===== src/rtl/fetch_stage.sv =====
// Y86-64 style fetch stage: one outstanding instruction-memory request feeding a
// single-entry instruction buffer, with mispredict/ret redirect and a halt state.
module fetch_stage (
   input  logic        clk,
   input  logic        rst,
   input  logic        F_stall_i,
   input  logic [3:0]  M_icode_i,
   input  logic        M_Cnd_i,
   input  logic [63:0] M_valA_i,
   input  logic [3:0]  W_icode_i,
   input  logic [63:0] W_valM_i,
   output logic        imem_req_o,
   output logic [63:0] imem_addr_o,
   input  logic        imem_ack_i,
   input  logic [79:0] imem_rdata_i,
   input  logic        imem_err_i,
   output logic [3:0]  f_icode_o,
   output logic [3:0]  f_ifun_o,
   output logic [3:0]  f_rA_o,
   output logic [3:0]  f_rB_o,
   output logic [63:0] f_valC_o,
   output logic [63:0] f_valP_o,
   output logic [2:0]  f_stat_o,
   output logic        f_valid_o,
   output logic        f_busy_o
);

   localparam logic [2:0] SAOK = 3'd1;
   localparam logic [2:0] SHLT = 3'd2;
   localparam logic [2:0] SADR = 3'd3;
   localparam logic [2:0] SINS = 3'd4;

   typedef enum logic [2:0] {IDLE, REQ, READY, DROP, HALTED} state_t;

   state_t      state, state_nxt;
   logic [63:0] pc_q;
   logic [63:0] drop_addr;
   logic [79:0] ibuf;
   logic        ibuf_err;

   logic        redirect;
   logic [63:0] target;

   logic [3:0]  icode, ifun, ra, rb;
   logic        need_regids, need_valc, inst_ok;
   logic [63:0] valc, valp, pred_pc;
   logic [2:0]  stat;

   // Mispredicted jump outranks ret.
   always_comb begin
      redirect = 1'b0;
      target   = '0;
      if (M_icode_i == 4'h7 && !M_Cnd_i) begin
         redirect = 1'b1;
         target   = M_valA_i;
      end else if (W_icode_i == 4'h9) begin
         redirect = 1'b1;
         target   = W_valM_i;
      end
   end

   // A bus error replaces the fetched bytes with a nop-shaped instruction.
   always_comb begin
      icode       = ibuf_err ? 4'h1 : ibuf[7:4];
      ifun        = ibuf_err ? 4'h0 : ibuf[3:0];
      inst_ok     = (icode <= 4'hB);
      need_regids = 1'b0;
      need_valc   = 1'b0;
      case (icode)
         4'h2, 4'h6, 4'hA, 4'hB: need_regids = 1'b1;
         4'h3, 4'h4, 4'h5: begin
            need_regids = 1'b1;
            need_valc   = 1'b1;
         end
         4'h7, 4'h8: need_valc = 1'b1;
         default: ;
      endcase
      ra = need_regids ? ibuf[15:12] : 4'hF;
      rb = need_regids ? ibuf[11:8]  : 4'hF;
      if (!need_valc)      valc = '0;
      else if (need_regids) valc = ibuf[79:16];
      else                 valc = ibuf[71:8];
      valp = pc_q + 64'd1 + {63'd0, need_regids} + (need_valc ? 64'd8 : 64'd0);
      pred_pc = (icode == 4'h7 || icode == 4'h8) ? valc : valp;
      if (ibuf_err)          stat = SADR;
      else if (!inst_ok)     stat = SINS;
      else if (icode == 4'h0) stat = SHLT;
      else                   stat = SAOK;
   end

   always_ff @(posedge clk or negedge rst) begin
      if (!rst) state <= IDLE;
      else      state <= state_nxt;
   end

   always_comb begin
      state_nxt = state;
      case (state)
         IDLE:   state_nxt = REQ;
         REQ: begin
            if (redirect)        state_nxt = imem_ack_i ? REQ : DROP;
            else if (imem_ack_i) state_nxt = READY;
         end
         DROP:   if (imem_ack_i) state_nxt = REQ;
         READY: begin
            if (redirect)        state_nxt = REQ;
            else if (!F_stall_i) state_nxt = (stat != SAOK) ? HALTED : REQ;
         end
         HALTED: if (redirect) state_nxt = REQ;
         default: state_nxt = IDLE;
      endcase
   end

   always_comb begin
      imem_req_o  = (state == REQ) || (state == DROP);
      imem_addr_o = (state == DROP) ? drop_addr : pc_q;
      f_valid_o   = (state == READY);
      f_busy_o    = !f_valid_o;
      f_icode_o   = 4'h1;
      f_ifun_o    = 4'h0;
      f_rA_o      = 4'hF;
      f_rB_o      = 4'hF;
      f_valC_o    = '0;
      f_valP_o    = '0;
      f_stat_o    = SAOK;
      if (state == READY) begin
         f_icode_o = icode;
         f_ifun_o  = ifun;
         f_rA_o    = ra;
         f_rB_o    = rb;
         f_valC_o  = valc;
         f_valP_o  = valp;
         f_stat_o  = stat;
      end
   end

   // drop_addr keeps the abandoned request's address stable while pc_q moves on.
   always_ff @(posedge clk or negedge rst) begin
      if (!rst) begin
         pc_q      <= '0;
         drop_addr <= '0;
         ibuf      <= '0;
         ibuf_err  <= 1'b0;
      end else begin
         case (state)
            REQ: begin
               if (redirect) begin
                  pc_q <= target;
                  if (!imem_ack_i) drop_addr <= pc_q;
               end else if (imem_ack_i) begin
                  ibuf     <= imem_rdata_i;
                  ibuf_err <= imem_err_i;
               end
            end
            DROP: if (redirect) pc_q <= target;
            READY: begin
               if (redirect) begin
                  pc_q     <= target;
                  ibuf     <= '0;
                  ibuf_err <= 1'b0;
               end else if (!F_stall_i) begin
                  pc_q <= pred_pc;
               end
            end
            HALTED: if (redirect) pc_q <= target;
            default: ;
         endcase
      end
   end

endmodule


===== config.mk =====
export PLATFORM = sky130hd
export DESIGN_NAME = fetch_stage
export DESIGN_NICKNAME = d
export VERILOG_FILES = /design/src/rtl/fetch_stage.sv
export SDC_FILE = /design/constraint.sdc
export NUM_CORES = 1
export LEC_CHECK = 0
export ABC_AREA = 1
export CAP_MARGIN = 0
export CELL_PAD_IN_SITES_DETAIL_PLACEMENT = 1
export CELL_PAD_IN_SITES_GLOBAL_PLACEMENT = 2
export CORE_ASPECT_RATIO = 1.5
export CORE_MARGIN = 2
export CORE_UTILIZATION = 25
export CTS_CLUSTER_DIAMETER = 200
export DETAILED_ROUTE_END_ITERATION = 12
export PLACE_DENSITY_LB_ADDON = 0.1
export SLEW_MARGIN = 5
export SYNTH_ARGS = -nofsm -noshare
export SYNTH_HDL_FRONTEND = slang
export SYNTH_SLANG_ARGS = --single-unit

===== constraint.sdc =====
create_clock -name clk -period 3.57 [get_ports clk]
set_input_delay 0.714 -clock clk [delete_from_list [all_inputs] [get_ports clk]]
set_output_delay 0.714 -clock clk [all_outputs]
set_load 0.02 [all_outputs]

==> key figures, run 1 <==
Status
  – Result of the run: complete, but fails checks
  – Failing checks: setup timing

Routing
  – Sum of met2 wire segment lengths after detailed routing: 41.9 mm
  – Routed wirelength normalized by instance count: roughly 23 um
  – Final routed wirelength across all metal layers: 88.3 mm
  – Number of nets still failing antenna checks after routing: 0
  – First-pass detailed-route iteration total: 5
  – Metal3 WL: 4.01 mm
  – Number of vias per cell: 4.95
  – Iteration-0 DRC Markers: roughly 1000
  – Met1 routed wirelength after detailed routing: 38.4 mm
  – Highest routed layer: met4
  – DRC violation count after routing: 0
  – Via total after detailed routing: between 15000 and 20000

Global route
  – Leftover overflow at the end of global routing: 0
  – Overall routing resource usage: around a quarter
  – Pin count of the biggest net entering global routing: ~130
  – Initial antenna violation count: 1
  – First-pass GRT wire length: 130 mm
  – Via count of the first global-routing pass: 20485

Setup path
  – Capture point of the worst path: f_valP_o[44]
  – First element of the critical path: ibuf_err
  – Largest fanout on the critical path: 7
  – Crit end category: output port
  – Origin of the critical flop-to-flop path: ibuf_err
  – Capture point of the worst reg-to-reg path: pc_q[59]
  – Worst Path Required: 2860 ps
  – Startpoint type of the worst setup path: flip-flop
  – Setup slack of the worst register-to-register path: 570 ps
  – Endpoint arrival time on the critical path: 3300 ps
  – Number of cell instances on the worst register-to-register path: 23
  – Category of the critical setup timing path: reg -> out

Logic synthesis
  – Number of distinct library cells after synthesis: 29
  – Number of storage elements in the synthesis netlist: approximately 210
  – Synthesized netlist cell count: around 2600
  – Fraction of the mapped netlist area in adder cells: 0.318%
  – Multiplexer fraction of the synthesized cell area: 0%
  – Simple-gate share of the synthesized area: 38.1%
  – Synthesized-area fraction occupied by xor and xnor cells: 0.890%
  – Dominant cells by area after synthesis: dfrtp_1 (34%), nand2_1 (19%), o21ai_0 (10%), inv_1 (7.2%), nor2_1 (7.0%)
  – Cell type with the largest total area after synthesis: dfrtp_1
  – Syn_nets: 2829
  – Syn Area/Cell: 6.05 um^2
  – Largest family of logic cells by synthesized area: simple AND/OR/NAND/NOR gates
  – Synth Area in Compound Gates: 14.9%
  – Synthesized area: around 16000 um^2
  – Proportion of netlist area held by the largest area contributor: about a third
  – Number of synthesis warnings: 0
  – Part of the Yosys area used for sequential elements: between 30 and 40%

Finish
  – Fraction of final layout cells with drive strength greater than 1: 16.4%
  – Commonest non-fill, non-tap cell in the layout: nand2_1
  – Multi-input gate area in the final layout: 9440 um^2
  – Top library cells by usage in the layout, fill and taps aside: nand2_1 (740), clkdlybuf4s50_1 (349), o21ai_0 (313), inv_1 (293), nor2_1 (257)
  – Post-layout instance area: 24000 um^2
  – Layout Nets: 3326
  – Fin util: about two fifths
  – Register area: about 5300 um^2
  – Fillcell total: 7892
  – Final cell count without fillers: 3918
  – Synth-to-layout area growth: 52.2%

Die
  – Die extent in x: 209 um
  – Initial core utilization: between 20 and 30%
  – Die extent in y: 311 um
  – Top-level port count: about 440
  – DIE AREA: 65100 um^2
  – Placement Rows: 112
  – Area of the core: 62200 um^2

STA
  – Achievable Freq: 249 MHz
  – Final worst setup slack: -440 ps
  – Time the worst path needs with I/O delays and setup: 4010 ps
  – Number of endpoints failing setup at the final stage: approximately 100
  – Max transition margin: 21.4%
  – Setup repair after global routing missed its margin: yes
  – Final Max Tran Viols: 0
  – Worst Clk Skew: 15.7 ps
  – Number of hold violations in the final report: 0
  – Fin crit share: 112%
  – Worst Tran Pin Value: 1180 ps

Clock network
  – Clock transition at the registers of the reported paths: 60 ps
  – H-tree levels: 1
  – Sinks on the clock net: 212
  – Buffer depth of the longest clock path: 3
  – Insertion delay to the later sink of the worst-skew pair: 580 ps
  – Clock tree from TritonCTS: built
  – CTS Root Buffer Type: clkbuf_16
  – CTS buffer count: 27

Placement
  – Placement Cell Area: roughly 22000 um^2
  – Placement Setup Slack: -437 ps
  – Port Buffers: 435
  – Routability congestion estimate: 0.934
  – Total instance count after detailed placement: 3823
  – Estimated wirelength of the detail-placed design: roughly 70 mm

Run
  – Number of max-cap violations: 0

Power and ir drop
  – Total Power Consumption: 19800 uW
  – Leakage power summed over all cells: 0.0108 uW
  – Largest vdd supply drop: approximately 0.00057 V
  – Power density relative to cell area: 828 nW/um^2

Hold path
  – Kind of path behind the tightest hold check: in -> async
what timing repair did:
item	in CTS	in global routing
gates resized for setup	277	116
buffers inserted	26	19
pin swaps	51	49
hold buffers	0	0
cloned	0	2
setup endpoints to repair	145	130
registers in the layout (all words and copies together), names as in the netlist:
signal / count
pc_q: 64
drop_addr: 64
state: 3
ibuf_err: 1
ibuf: 80
power by group:
| part | leakage [uW] | switching, uW | internal (uW) |
|---|---|---|---|
| Combinational | 0.00761 | 8270 | 4430 |
| Sequential | 0.00274 | 892 | 3520 |
| Clock | 0.000422 | 1180 | 1560 |
per-stage QoR:
stage	TNS [ps]	hold WS, ps
after detailed placement	-6430	473
final	-21780	101
after global placement	-2060	466
after floorplan	0	418
after global routing	-38660	132
after CTS	-22860	107
kinds of logic (layout without fill, tap and decap cells):
kind of cell,after synthesis,after routing
AND/OR/NAND/NOR,1430,1430
buffers and inverters,475,991
AO/OA/AOI/OAI,466,466
flip-flops,212,212
XOR/XNOR,16,16
adder cells (fa/ha/maj),4,4
other,0,1
cell type report:
type	count	share of cell area, %
diodes	1	0.0104
clock buffers	38	3.20
clock inverters	10	0.339
inverters	311	4.94
multi-input cells	1916	39.4
flip-flops and latches	212	22.1
well taps	798	4.16
repair buffers	632	25.9
critical path, cell delays in order, from the launching register on:
cell and delay, ps:
dfrtp_2 430, clkinv_4 120, nand2_4 80, nand2_1 50
inv_1 60, nand2_2 80, nand2_2 90, inv_2 60
ha_4 150, inv_2 60, ha_4 140, nand3_2 70
nand2_2 110, buf_4 110, buf_4 110, inv_2 40
nor2_4 100, buf_6 140, nand4_1 160, a21oi_2 280
buf_4 160, buf_12 100
cells in the mapped netlist (all sizes together):
cell	n
nand2	797
o21ai	386
inv	310
nor2	300
dfrtp	212
nand3	189
nand4	140
clkbuf	101
a21oi	78
buf	63
xor2	15
ha	4
nand3b	2
a31oi	1
and2	1
clkinv	1
nor3b	1
o22ai	1
xnor2	1
worst min path at each step:
stage,depth (start not counted),to,from
after floorplan,0,drop_addr[0],rst
after global placement,2,drop_addr[4],drop_addr[4]
after detailed placement,2,drop_addr[25],drop_addr[25]
after CTS,1,drop_addr[8],rst
after global routing,1,drop_addr[1],rst
final,1,drop_addr[2],rst
routing by layer:
layer	up-vias	GRT usage, %
met5	-	0
met2	479	44.5
li1	9341	-
met4	0	10.8
met1	9443	33.6
met3	124	4.06
Note: power is estimated with default switching activity, not from simulation.
==> inputs of run 2 (changes only) <==
- HOLD_SLACK_MARGIN: unset -> 0.05
==> results of run 2 <==
The final DEF is identical to that of run 1; final timing and power are the same.
